<file path="src/rtl/kuuga_mem_pkg.sv">
// Shared types and constants for the core-to-BRAM memory port adapter.
package kuuga_mem_pkg;

  typedef enum logic {
    IDLE,
    WAIT
  } state_e;

  localparam logic [31:0] ERR_RDATA_DEFAULT = 32'hDEAD_BEEF;
  localparam logic [31:0] STALL_SAT_LIMIT   = 32'hFFFF_FFFF;

endpackage

</file>
<file path="src/rtl/kuuga_sat_counter.sv">
// Saturating up-counter with synchronous clear; clear has priority over increment.
module kuuga_sat_counter #(
  parameter int unsigned      WIDTH = 32,
  parameter logic [WIDTH-1:0] LIMIT = '1
) (
  input  logic             clk,
  input  logic             rst_n,
  input  logic             inc,
  input  logic             clr,
  output logic [WIDTH-1:0] count_o
);

  logic [WIDTH-1:0] count_q;
  logic [WIDTH-1:0] count_d;

  always_comb begin
    count_d = count_q;
    if (clr) begin
      count_d = '0;
    end else if (inc && (count_q != LIMIT)) begin
      count_d = count_q + 1'b1;
    end
  end

  always_ff @(posedge clk or negedge rst_n) begin
    if (!rst_n) begin
      count_q <= '0;
    end else begin
      count_q <= count_d;
    end
  end

  assign count_o = count_q;

endmodule

</file>
<file path="src/rtl/kuuga_mem_port_adapter.sv">
// Bridges a core req/gnt/rvalid port to a one-cycle-latency single-port BRAM,
// with optional wait states, out-of-range detection and a stall counter.
module kuuga_mem_port_adapter
  import kuuga_mem_pkg::*;
#(
  parameter int unsigned ADDR_WIDTH  = 16,
  parameter int unsigned WAIT_CYCLES = 0,
  parameter logic [31:0] ERR_RDATA   = ERR_RDATA_DEFAULT
) (
  input  logic                  clk,
  input  logic                  rst_n,
  input  logic                  req_i,
  output logic                  gnt_o,
  input  logic [31:0]           addr_i,
  input  logic                  we_i,
  input  logic [3:0]            be_i,
  input  logic [31:0]           wdata_i,
  output logic                  rvalid_o,
  output logic [31:0]           rdata_o,
  output logic                  err_o,
  output logic [31:0]           stall_cnt_o,
  output logic                  bram_en_o,
  output logic [3:0]            bram_we_o,
  output logic [ADDR_WIDTH-1:0] bram_addr_o,
  output logic [31:0]           bram_wdata_o,
  input  logic [31:0]           bram_rdata_i
);

  localparam logic [3:0] WAIT_LOAD = 4'(WAIT_CYCLES - 1);

  state_e     state_q, state_d;
  logic [3:0] wcnt_q, wcnt_d;
  logic       pend_q, pend_d;
  logic       err_q, err_d;
  logic       wr_q, wr_d;
  logic       gnt;
  logic       in_range;

  always_comb begin
    state_d = state_q;
    wcnt_d  = wcnt_q;
    gnt     = 1'b0;
    case (state_q)
      IDLE: begin
        if (req_i) begin
          if (WAIT_CYCLES == 0) begin
            gnt = 1'b1;
          end else begin
            state_d = WAIT;
            wcnt_d  = WAIT_LOAD;
          end
        end
      end
      WAIT: begin
        if (!req_i) begin
          state_d = IDLE;
          wcnt_d  = '0;
        end else if (wcnt_q != '0) begin
          wcnt_d = wcnt_q - 4'd1;
        end else begin
          gnt     = 1'b1;
          state_d = IDLE;
        end
      end
      default: state_d = IDLE;
    endcase
    // Gating with rst_n keeps grant and BRAM strobes low while reset is held.
    gnt = gnt & rst_n;
  end

  always_comb begin
    in_range     = ((addr_i >> (ADDR_WIDTH + 2)) == 32'd0);
    gnt_o        = gnt;
    bram_en_o    = 1'b0;
    bram_we_o    = '0;
    bram_addr_o  = '0;
    bram_wdata_o = '0;
    if (gnt && in_range) begin
      bram_en_o    = 1'b1;
      bram_we_o    = we_i ? be_i : 4'b0000;
      bram_addr_o  = addr_i[ADDR_WIDTH+1:2];
      bram_wdata_o = wdata_i;
    end
    pend_d = gnt;
    err_d  = gnt && !in_range;
    wr_d   = gnt && we_i;
  end

  always_ff @(posedge clk or negedge rst_n) begin
    if (!rst_n) begin
      state_q <= IDLE;
      wcnt_q  <= '0;
      pend_q  <= 1'b0;
      err_q   <= 1'b0;
      wr_q    <= 1'b0;
    end else begin
      state_q <= state_d;
      wcnt_q  <= wcnt_d;
      pend_q  <= pend_d;
      err_q   <= err_d;
      wr_q    <= wr_d;
    end
  end

  always_comb begin
    rvalid_o = pend_q;
    err_o    = pend_q && err_q;
    rdata_o  = '0;
    if (pend_q && !wr_q) begin
      rdata_o = err_q ? ERR_RDATA : bram_rdata_i;
    end
  end

  kuuga_sat_counter #(
    .WIDTH (32),
    .LIMIT (STALL_SAT_LIMIT)
  ) u_stall_cnt (
    .clk     (clk),
    .rst_n   (rst_n),
    .inc     (req_i && !gnt),
    .clr     (1'b0),
    .count_o (stall_cnt_o)
  );

endmodule

</file>
<file path="config.mk">
export PLATFORM = sky130hd
export DESIGN_NAME = kuuga_mem_port_adapter
export DESIGN_NICKNAME = d
export VERILOG_FILES = /design/src/rtl/kuuga_mem_pkg.sv /design/src/rtl/kuuga_sat_counter.sv /design/src/rtl/kuuga_mem_port_adapter.sv
export SDC_FILE = /design/constraint.sdc
export NUM_CORES = 1
export LEC_CHECK = 0
export CAP_MARGIN = 30
export CORE_MARGIN = 2
export CORE_UTILIZATION = 40
export DETAILED_ROUTE_END_ITERATION = 10
export PLACE_DENSITY = 0.95
export SYNTH_ARGS = -nofsm -noshare
export SYNTH_HDL_FRONTEND = slang
export SYNTH_HIERARCHICAL = 1
export SYNTH_SLANG_ARGS = --single-unit
export TNS_END_PERCENT = 5
</file>
<file path="constraint.sdc">
create_clock -name clk -period 4.4 [get_ports clk]
set_input_delay 0.44 -clock clk [delete_from_list [all_inputs] [get_ports clk]]
set_output_delay 0.44 -clock clk [all_outputs]
set_load 0.01 [all_outputs]
</file>
# [Word-level counts from Yosys, hierarchy flattened]
# Cells that the tools add are included.
[classes] n_eq_ne=2 bitwise_logic=2 n_reduce_logical=13 magnitude_cmp=0 mul=0 shift=0 mux=17 n_div=0 add_sub_neg=2
[op_table] operator="two-way mux 32 bit" n=3
[op_table] operator="adder 32 x 1 -> 32 bit (second input constant)" n=1
[op_table] operator="zero test 32 bit" n=1
[op_table] operator="!= test 32 bit (second input constant)" n=1
[op_table] operator="two-way mux 4 bit" n=5
[op_table] operator="two-way mux 16 bit" n=1
[op_table] operator="logical AND 1 bit" n=7
[op_table] operator="two-way mux 1 bit" n=6
[op_table] operator="case mux 1 bit (2 select lines)" n=2
[op_table] operator="nonzero test 4 bit" n=1
[op_table] operator="subtractor 4 x 1 -> 4 bit (second input constant)" n=1
[op_table] operator="zero test 1 bit" n=3
[op_table] operator="!= test 3 x 2 -> 1 bit (second input constant)" n=1
[op_table] operator="AND reduction 2 bit" n=1
[op_table] operator="AND 1 bit" n=1
[op_table] operator="NOT 1 bit" n=1
[word_totals] latchBits=0 inputBits=104 register_bits=40 mem_bits_ro=0 output_inout_bits=120 mem_count=0 elab_cells=42 ramBits=0

# [Longest topological paths before layout]
# Gate-level depths: netlist of the first run.
[logic_depth] word_depth=8 ltp_mapped=14 ltp_nobuf=10

# [Hierarchy]
# The synthesis of the first run kept the hierarchy.
[by_module_without_submodules] mod="kuuga_sat_counter" cells_per_inst=198 seq_area_each_um2=800.8 instances=1 area_per_inst_um2=1854.3
[by_module_without_submodules] mod="kuuga_mem_port_adapter" cells_per_inst=184 seq_area_each_um2=200.2 instances=1 area_per_inst_um2=1624.1

# [Worst setup path before layout of the first run]
# No wires, ideal clock.
[synth_path] kind="reg2reg" startpoint="register wcnt_q[0]" endpoint="register u_stall_cnt.count_q[31] (netlist: u_stall_cnt/count_o[31])" path_buffers=3 path_slack_ps=1528 arrival_time_ps=2747 path_stages_with_launch=14 cell_sequence="dfrtp_1 -> inv_1 -> ha_1 -> nor3b_2 -> nor2b_1 -> clkbuf_1 -> clkbuf_1 -> o21a_1 -> and3_1 -> nand4_1 -> a21o_1 -> buf_2 -> nor4_1 -> mux2_2"
[synth_between] elab_chain_cells=8
[synth_rtl] element="from (decl)" line_no="kuuga_mem_port_adapter.sv:32" text="logic [3:0] wcnt_q, wcnt_d;"
[synth_rtl] element="from (signal assigned)" line_no="kuuga_mem_port_adapter.sv:98" text="wcnt_q <= wcnt_d;"
[synth_rtl] element="nonzero test 4 bit" line_no="kuuga_mem_port_adapter.sv:58" text="end else if (wcnt_q != '0) begin"
[synth_rtl] element="two-way mux 1 bit" line_no="kuuga_mem_port_adapter.sv:58"
[synth_rtl] element="two-way mux 1 bit" line_no="kuuga_mem_port_adapter.sv:55" text="if (!req_i) begin"
[synth_rtl] element="case mux 1 bit (2 select lines)" line_no="kuuga_mem_port_adapter.sv:43" text="case (state_q)"
[synth_rtl] element="AND 1 bit" line_no="kuuga_mem_port_adapter.sv:68" text="gnt = gnt & rst_n;"
[synth_rtl] element="zero test 1 bit" line_no="kuuga_mem_port_adapter.sv:120" text=".inc (req_i && !gnt),"
[synth_rtl] element="logical AND 1 bit" line_no="kuuga_mem_port_adapter.sv:120"
[synth_rtl] element="logical AND 1 bit" line_no="kuuga_sat_counter.sv:20" text="end else if (inc && (count_q != LIMIT)) begin"
[synth_rtl] element="to (signal assigned)" line_no="kuuga_sat_counter.sv:29" text="count_q <= count_d;"
[synth_rtl] element="to (decl)" line_no="kuuga_sat_counter.sv:13" text="logic [WIDTH-1:0] count_q;"
# Every way passes these cells.
# A chain may end at the register's enable or synchronous reset.

# [Worst setup path in the final report of the first run]
[layout_path] startpoint="input port addr_i[29]" endpoint="output port bram_wdata_o[9]"
[layout_between] elab_chain_cells=3
[layout_rtl] element="from (decl)" line_no="kuuga_mem_port_adapter.sv:14" text="input logic [31:0] addr_i,"
[layout_rtl] element="zero test 32 bit" line_no="kuuga_mem_port_adapter.sv:72" text="in_range = ((addr_i >> (ADDR_WIDTH + 2)) == 32'd0);"
[layout_rtl] element="logical AND 1 bit" line_no="kuuga_mem_port_adapter.sv:78" text="if (gnt && in_range) begin"
[layout_rtl] element="two-way mux 32 bit" line_no="kuuga_mem_port_adapter.sv:78"
[layout_rtl] element="to (decl)" line_no="kuuga_mem_port_adapter.sv:25" text="output logic [31:0] bram_wdata_o,"
# Every way passes these cells.

==> metrics.txt, run 1 <==
status=completed; crit path from=addr_i[29]; Final TNS setup=0 ns; max cap viols=0; cts repair resizes=0; final wirelength=roughly 13 mm; Post-Syn Area=~0.0035 mm²; htree depth=2; CP cell instances=clkdlybuf4s50_1 > nor4_2 > nand4_4 > buf_4 > nor4b_2 > clkdlybuf4s50_1; max_slew headroom=47.9%; die height=just under 100 µm; initial antenna violation count=1; Syn-to-layout area delta=67.6%; cell count after synthesis=~380; asr flop ratio synth=100%; post-synthesis cell type count=between 50 and 60; TritonCTS buffer count=5; CP max stage delay=0.61 ns; Yosys reg bits=40; worst reg2reg path startpoint=wcnt_q[0]$_DFFE_PN0P_; Tcrit/Tclk final=between 70% and 80%; Die Footprint=~0.0095 mm²; Port Buffer Count=221; Worst Path Arrival=3.04 ns; Hold/Removal Path Class=primary input to asynchronous set/reset pin; Horiz. Die Dim=roughly 97 µm; CTS tree=yes; clock insertion delay at the later pin of the skew report=about 0.30 ns; clk buf depth=2; Post-CTS Setup Inserts=0; Worst-Margin Slew=a little under 0.8 ns; WP data required=around 4 ns; achievable frequency=287 MHz; core area=0.00859 mm²; crit path capture type=output pin; RSZ-0062 raised after global routing=false; Peak VDD IR=around 0.16 mV; slowest CP cell=clkdlybuf4s50_1; Sink Count=40; Final Hold Viols=0; total via count in the routed design=~3800; final std cells w/o fill=~700; IO Pins=between 200 and 250; DR WL/cell=roughly 18 µm; clk_skew=around 0.0066 ns; clock root cell=clkbuf_8; # DRC=0; first-pass GRT wire length=just under 20 mm; Worst Setup Path Type=primary input to output pin; placed cell areas=0.00572 mm²; Ys Warns=6; vias per inst=5.45; Pwr Density=between 150 and 200 mW/mm²; GR Util All Layers=approximately a quarter; Crit Path Max Fanout=37; FP Rows=34; final setup violation count=0; Worst Path Buf+Inv=3; clock-pin slew on the worst setup and hold paths=0.08 ns; nets@finish=roughly 700; crit path time final=between 3 and 4 ns; Post-synth EDFFs=0; Top FF cell, synth=dfrtp_1; share of cells above drive strength 1=14.1%; Slew Viols, Final=0; vias in the first global route=between 3000 and 4000; Initial Utilization=between 40% and 50%; 1st-iter DRT viols=between 150 and 200; critical path launch point type=primary input; largest net degree at the start of global routing=52; cts hold-fix bufs=0; HPWL Detailed=between 9 and 10 mm; cell family with most CP delay=buffers and inverters; leakage power=roughly 2.1 nW; hold_ws=approximately 0.23 ns; syn_area_per_cell=approximately 9 µm²; crit-path most repeated cell=clkdlybuf4s50_1; total grt overflow=0; Post-DRT Antenna Nets=0; DP Cell Count=687; final design area excluding fillers=a little under 0.006 mm²; sequential fraction of the synthesis area=between 20% and 30%; routability cong.=just over 0.9; 1st-pass router iterations=4
-- stage by stage --
step                      utilization (%)  power [W]  setup WS, ns
after global routing                 67.8   0.000917         0.810
final                                67.8   0.000879         0.918
after CTS                            67.8   0.000884         0.914
after detailed placement             66.5   0.000587         0.930
after floorplan                         -   0.000448          1.53
after global placement               66.5   0.000583          1.00
-- layout by cell type, fill, tap and decap left out, types with 2 or more instances in the layout --
cell	count
or3_1	5
inv_1	12
a21oi_1	12
and3_1	9
and2_1	13
buf_4	3
clkdlybuf4s50_1	220
nand4_1	7
clkbuf_8	5
nor2_1	78
nand2b_1	4
nand3_1	12
ha_1	3
nor3_1	10
xor2_1	3
a211oi_1	5
nor4_1	4
a21o_1	3
nor4_4	3
nor2b_1	8
a31o_2	2
mux2_2	5
conb_1	4
dfrtp_1	40
o21ai_0	4
o31ai_1	3
xnor2_1	10
nand2_1	16
a41o_1	2
or4_1	3
nor4b_2	48
nor4_2	3
-- worst paths after layout --
path / endpoint / slack [ns] / depth (start not counted)
max: bram_wdata_o[9] / 0.92 / 6
min: u_stall_cnt/count_o[9]$_DFFE_PN0P_ / 0.23 / 2
max reg2reg: u_stall_cnt/count_o[31]$_DFFE_PN0P_ / 1.26 / 10
min reg2reg: wcnt_q[0]$_DFFE_PN0P_ / 0.57 / 2
max in group asynchronous: u_stall_cnt/count_o[5]$_DFFE_PN0P_ / 3.83 / 2
min in group clk: wcnt_q[0]$_DFFE_PN0P_ / 0.57 / 2
-- flip-flops by register name, summed over array words and instances (netlist names) --
register and count:
rvalid_o 1, wcnt_q 4, err_q 1, wr_q 1, state_q 1, u_stall_cnt/count_o 32
-- report_power, final --
part | switching, W | total, W | internal [W] | leakage (nW)
Clock | 0.000128 | 0.000297 | 0.000168 | 0.0552
Combinational | 0.0000769 | 0.000206 | 0.000129 | 1.48
Sequential | 0.00000595 | 0.000376 | 0.000370 | 0.540
-- metal layers --
layer,track usage [%],vias to the layer above,wire (µm)
met5,0,-,0
met4,4.70,0,162
met3,5.76,16,819
met2,47.2,150,6590
met1,29.5,1850,4950
li1,-,1778,-
-- final cells by class --
| cell class | count | area [µm²] |
|---|---|---|
| Clock buffer | 6 | 72.6 |
| Fill cell | 621 | 2770 |
| Inverter | 12 | 45.0 |
| Clock inverter | 2 | 35.0 |
| Tap cell | 108 | 135 |
| Timing Repair Buffer | 225 | 2250 |
| Multi-Input combinational cell | 302 | 2290 |
| Sequential cell | 40 | 1000 |
| Antenna cell | 1 | 2.50 |
-- synth_stat cells, drive strengths merged, types with 3 or more instances --
cell / count / area share (%)
nand2b: 4 / 0.72
nor4: 10 / 3.6
buf: 18 / 3.4
nand3: 13 / 2.0
or4: 3 / 0.65
xnor2: 10 / 2.5
ha: 3 / 1.1
a211oi: 5 / 1.1
nor2: 78 / 8.4
nor4b: 48 / 21
a21o: 3 / 0.65
nand2: 17 / 1.8
o31ai: 3 / 0.65
xor2: 3 / 0.76
inv: 12 / 1.3
a21oi: 12 / 1.7
and3: 10 / 1.9
nor2b: 9 / 1.6
or3: 5 / 0.90
clkbuf: 13 / 1.4
dfrtp: 40 / 29
o21ai: 4 / 0.58
and2: 13 / 2.3
mux2: 6 / 2.1
nand4: 9 / 2.2
nor3: 10 / 1.4
-- kinds of logic (layout without fill, tap and decap cells) --
group	Yosys count	after routing	synth area share, %
flops	40	40	28.8
other cells	1	5	0.108
mux	7	7	2.34
fa+ha+maj	3	3	1.08
simple gates	235	235	50.1
compound gates	40	40	8.24
xor+xnor	13	13	3.27
buf+inv	43	245	6.08
Power figures use the tool's default switching activity.
==> run 2: changes to the inputs <==
--- a/config.mk
+++ b/config.mk
@@ -7,9 +7,9 @@
 export LEC_CHECK = 0
 export CAP_MARGIN = 30
 export CORE_MARGIN = 2
-export CORE_UTILIZATION = 40
+export CORE_UTILIZATION = 37
 export DETAILED_ROUTE_END_ITERATION = 10
-export PLACE_DENSITY = 0.95
+export PLACE_DENSITY = 0.9
 export SYNTH_ARGS = -nofsm -noshare
 export SYNTH_HDL_FRONTEND = slang
 export SYNTH_HIERARCHICAL = 1
==> constraint.sdc (replaced) <==
create_clock -name clk -period 3.4 [get_ports clk]
set_input_delay 0.34 -clock clk [delete_from_list [all_inputs] [get_ports clk]]
set_output_delay 0.34 -clock clk [all_outputs]
set_load 0.01 [all_outputs]
==> metrics.txt, run 2 (same netlist as run 1, synthesis figures left out) <==
post-layout power=0.00109 W; crit path time final=approximately 3.0 ns; CTS tree=yes; TritonCTS buffer count=5; Post-CTS Setup Inserts=0; # DRC=0; GR Util All Layers=~22%; leakage power=2.07 nW; sequential share of power=44.8%; RR Endpoint=u_stall_cnt/count_o[31]$_DFFE_PN0P_; achievable frequency=332 MHz; Slew Viols, Final=0; max FFs per register=32; IO Pins=around 220; share of cells above drive strength 1=~14%; switching pwr=0.000293 W; commonest non-fill, non-tap cell in the layout=clkdlybuf4s50_1; Crit Path Max Fanout=50; crit path capture type=output pin; clk_skew=between 0.01 and 0.015 ns; Clock Power Share=around 31%; Worst Path Arrival=roughly 2.7 ns; Post-Place Worst Slack=0.377 ns; R2R depth=10; critical path launch point type=primary input; Final TNS setup=0 ns; Combinational Power Share=about a quarter; cts repair resizes=0; clock insertion delay at the later pin of the skew report=approximately 0.30 ns; vias in the first global route=about 3500; vias per inst=between 5 and 6; htree depth=2; Port Buffer Count=221; Tcrit/Tclk final=88.5%; status=completed; Layout fillers=738; 1st-pass router iterations=4; clk buf depth=2; Horiz. Die Dim=between 100 and 150 µm; Final Hold Viols=0; max_slew headroom=between 40% and 50%; largest net degree at the start of global routing=62; Hold/Removal Path Class=primary input to asynchronous set/reset pin; final std cells w/o fill=between 600 and 700; clock-pin slew on the worst setup and hold paths=0.09 ns; HPWL Detailed=between 8 and 9 mm; 1st-iter DRT viols=182; Sink Count=40; final worst setup slack=about 0.4 ns; final setup violation count=0; FP Rows=35; Worst Setup Path Type=primary input to output pin; DP Cell Count=690; max cap viols=0; Die Footprint=0.0102 mm²; worst reg2reg path startpoint=wcnt_q[0]$_DFFE_PN0P_; Post-Route Utilization=between 60 and 70%; total via count in the routed design=approximately 3700; initial antenna violation count=1; most frequent cells in the layout=220 x clkdlybuf4s50_1, 78 x nor2_1, 48 x nor4b_2, 40 x dfrtp_1, 16 x nand2_1; Pwr Density=186 mW/mm²; first-pass GRT wire length=between 15 and 20 mm; r2r setup slk=between 0.5 and 0.6 ns; DR WL/cell=~17 µm; routability cong.=just under 0.9; Initial Utilization=37.8%; internal power=approximately 0.00079 W; final wirelength=11.9 mm; core area=0.00920 mm²; nets@finish=693; Worst-Margin Slew=approximately 0.84 ns; cts hold-fix bufs=0; switching part of the total=27.0%; RSZ-0062 raised after global routing=false; Post-DRT Antenna Nets=0; total grt overflow=0; die height=about 100 µm; Peak VDD IR=between 0.15 and 0.2 mV; Syn-to-layout area delta=67.6%; clock root cell=clkbuf_8; WP data required=a little over 3 ns
run 2: worst max path at each step:
stage                          startpoint                             endpoint  slack (ns)  cells after the start
finish                         addr_i[22]                     bram_wdata_o[22]        0.39                      6
global route                   addr_i[22]                      bram_wdata_o[2]        0.26                      6
CTS                            addr_i[29]                     bram_wdata_o[16]        0.37                      6
detailed placement             addr_i[22]                     bram_wdata_o[16]        0.38                      6
global placement               addr_i[22]                     bram_wdata_o[22]        0.44                      6
floorplan           wcnt_q[0]$_DFFE_PN0P_  u_stall_cnt/count_o[31]$_DFFE_PN0P_        0.53                     13
run 2: area by class of cell:
type	instances	area [µm²]	area share, %
antenna	1	2.50	0.0429
clock buffer	5	68.8	1.18
clock inverter	3	23.8	0.408
inverter	12	45.0	0.773
multi-input combinational	302	2290	39.2
sequential	40	1000	17.2
tap	111	139	2.38
timing repair buffer	225	2260	38.8
run 2: per-layer routing:
metal  global-route usage, %  vias up  wire [µm]  part of all wire [%]
li1                        -     1780          -                     -
met1                    26.8     1772       4820                    40
met2                    37.6      163       5900                    50
met3                    4.79       25        886                   7.4
met4                    6.96        0        297                   2.5
met5                       0        -          0                     0
run 2: power by group through the flow:
| stage | Clock (W) | Combinational, W | Sequential, W |
|---|---|---|---|
| after global routing | 0.000362 | 0.000284 | 0.000488 |
| final | 0.000334 | 0.000266 | 0.000487 |
| after CTS | 0.000340 | 0.000265 | 0.000487 |
| after global placement | 0 | 0.000259 | 0.000496 |
| after floorplan | 0 | 0.0000869 | 0.000493 |
| after detailed placement | 0 | 0.000263 | 0.000496 |
run 2: stage by stage:
stage          hold WS, ns  area (µm²)
2_1_floorplan       0.0444        3490
3_3_place_gp         0.459        5730
3_5_place_dp         0.474        5730
4_1_cts              0.147        5830
5_1_grt              0.180        5830
6_report             0.128        5830
run 2: critical path, cell delays in order:
cell	delay, ns
clkdlybuf4s50_1	0.44
nor4_4	0.45
nand4_4	0.12
buf_4	0.36
nor4b_2	0.32
clkdlybuf4s50_1	0.60
==> run 3: changes to the inputs <==
--- a/config.mk
+++ b/config.mk
@@ -6,10 +6,13 @@
 export NUM_CORES = 1
 export LEC_CHECK = 0
 export CAP_MARGIN = 30
+export CELL_PAD_IN_SITES_DETAIL_PLACEMENT = 1
+export CELL_PAD_IN_SITES_GLOBAL_PLACEMENT = 2
 export CORE_MARGIN = 2
-export CORE_UTILIZATION = 37
+export CORE_UTILIZATION = 20
 export DETAILED_ROUTE_END_ITERATION = 10
 export PLACE_DENSITY = 0.9
+export RECOVER_POWER = 25
 export SYNTH_ARGS = -nofsm -noshare
 export SYNTH_HDL_FRONTEND = slang
 export SYNTH_HIERARCHICAL = 1
==> metrics.txt, run 3 (same netlist as run 1, synthesis figures left out) <==
worst reg2reg path startpoint=wcnt_q[0]$_DFFE_PN0P_; CP cell instances=inv_1 > ha_1 > nor3b_2 > nor2b_4 > o21a_1 > and3_1 > nand4_1 > a21o_1 > nor4_1 > mux2_2; htree depth=2; leakage power=roughly 2.2 nW; first-pass GRT wire length=about 22 mm; CP max stage delay=between 0.4 and 0.5 ns; critical hold path startpoint=rst_n; GR Util All Layers=around 15%; final worst setup slack=between 0.4 and 0.5 ns; CTS tree=yes; Slew Viols, Final=between 40 and 50; Post-DRT Antenna Nets=0; area of the multi-input gates=~0.0023 mm²; vias in the first global route=3927; r2r setup slk=about 0.45 ns; status=complete, but fails checks; Post-CTS Setup Inserts=0; DR WL/cell=about 18 µm; routability cong.=0.778; Horiz. Die Dim=about 140 µm; FP Rows=between 40 and 50; Hold/Removal Path Class=primary input to register; Post-Route Utilization=between 30% and 40%; Tcrit/Tclk final=86.7%; TritonCTS buffer count=5; clock root cell=clkbuf_16; nets@finish=about 700; Worst Setup Path Type=register to register; commonest non-fill, non-tap cell in the layout=clkdlybuf4s50_1; 1st-iter DRT viols=98; Pwr Density=~220 mW/mm²; placed cell areas=between 0.005 and 0.006 mm²; vias per inst=4.61; max_slew headroom=-51.0%; clk_skew=0.00779 ns; # DRC=0; clock-pin slew on the worst setup and hold paths=approximately 0.07 ns; crit path from=wcnt_q[0]$_DFFE_PN0P_; 1st-pass router iterations=4; crit path time final=around 2.9 ns; Sink Count=40; IO Pins=roughly 220; Worst Path Arrival=3.12 ns; Peak VDD IR=0.302 mV; Worst-Margin Slew=between 2 and 2.5 ns; hold path cells=3; critical path launch point type=register; Seq. cell area=~0.0010 mm²; max cap viols=1; slowest CP cell=nor4_1; Die Footprint=~0.018 mm²; Final TNS setup=0 ns; final wirelength=between 10 and 15 mm; R2R depth=10; cts repair resizes=0; share of cells above drive strength 1=14.3%; Post-Place Worst Slack=roughly 0.44 ns; most frequent cells in the layout=210 x clkdlybuf4s50_1, 78 x nor2_1, 48 x nor4b_2, 40 x dfrtp_1, 16 x nand2_1; final setup violation count=0; crit path capture type=register; max FFs per register=32; HPWL Detailed=between 10 and 15 mm; Final Hold Viols=0; Port Buffer Count=~220; Crit Path Max Fanout=19; Layout fillers=roughly 2000; core area=between 0.015 and 0.02 mm²; total grt overflow=0; cts hold-fix bufs=0; failing checks=max-capacitance violations, max-slew violations; WP data required=about 3.6 ns; Min-Delay Endpoint=wr_q$_DFF_PN0_; Initial Utilization=between 20% and 30%; Syn-to-layout area delta=74.4%; clk buf depth=2; RSZ-0062 raised after global routing=false; RR Endpoint=u_stall_cnt/count_o[31]$_DFFE_PN0P_; achievable frequency=roughly 340 MHz; initial antenna violation count=1; die height=136 µm; clock insertion delay at the later pin of the skew report=0.28 ns; total via count in the routed design=3759; final design area excluding fillers=about 0.0061 mm²; largest net degree at the start of global routing=just over 60; post-layout power=~0.0013 W
## run 3: cell types whose count changed in the layout (fill, tap and decap cells not counted), moves of 2 or more
cell and change:
dlygate4sd3_1 +10, clkdlybuf4s50_1 -10, clkbuf_16 +5, clkinvlp_4 -2
clkbuf_8 -4, clkbuf_1 +2
## run 3: area by class of cell
cell class / count / share of cell area, %
repair buffers: 227 / 37.5
inverters: 12 / 0.742
flip-flops and latches: 40 / 16.5
clock inverters: 2 / 0.639
multi-input cells: 302 / 37.7
clock buffers: 6 / 2.29
diodes: 1 / 0.0412
well taps: 225 / 4.64
## run 3: per-stage QoR
stage | std cells | hold slack [ns]
2_1_floorplan | 385 | 0.0444
3_3_place_gp | 806 | 0.528
3_5_place_dp | 806 | 0.538
4_1_cts | 814 | 0.231
5_1_grt | 815 | 0.576
6_report | 815 | 0.539
## run 3: worst max-delay path by stage
stage                                               end  slack (ns)  cells after the start
detailed placement  u_stall_cnt/count_o[31]$_DFFE_PN0P_        0.44                     10
global placement                        bram_wdata_o[2]        0.56                      6
CTS                 u_stall_cnt/count_o[31]$_DFFE_PN0P_        0.41                     10
global route        u_stall_cnt/count_o[31]$_DFFE_PN0P_        0.26                     10
finish              u_stall_cnt/count_o[31]$_DFFE_PN0P_        0.45                     10
floorplan           u_stall_cnt/count_o[31]$_DFFE_PN0P_        0.53                     13
## run 3: power by group
part	leakage [nW]	total [W]	internal, W	switching [W]
Sequential	0.540	0.000488	0.000480	0.00000823
Clock	0.0871	0.000569	0.000368	0.000201
Combinational	1.53	0.000270	0.000167	0.000102
Total	2.15	0.00133	0.00101	0.000312
## run 3: critical path, delay by kind of cell (launching register included)
kind / cells / cell delay (ns)
simple gates: 5 / 1.16
compound gates: 2 / 0.63
mux: 1 / 0.38
flops: 1 / 0.37
fa+ha+maj: 1 / 0.20
buf+inv: 1 / 0.09
## run 3: layer usage
| layer | wire length [µm] | GRT usage, % |
|---|---|---|
| met1 | 5680 | 17.0 |
| met2 | 7360 | 27.1 |
| met3 | 1140 | 4.03 |
| met4 | 224 | 3.07 |
| met5 | 0 | 0 |
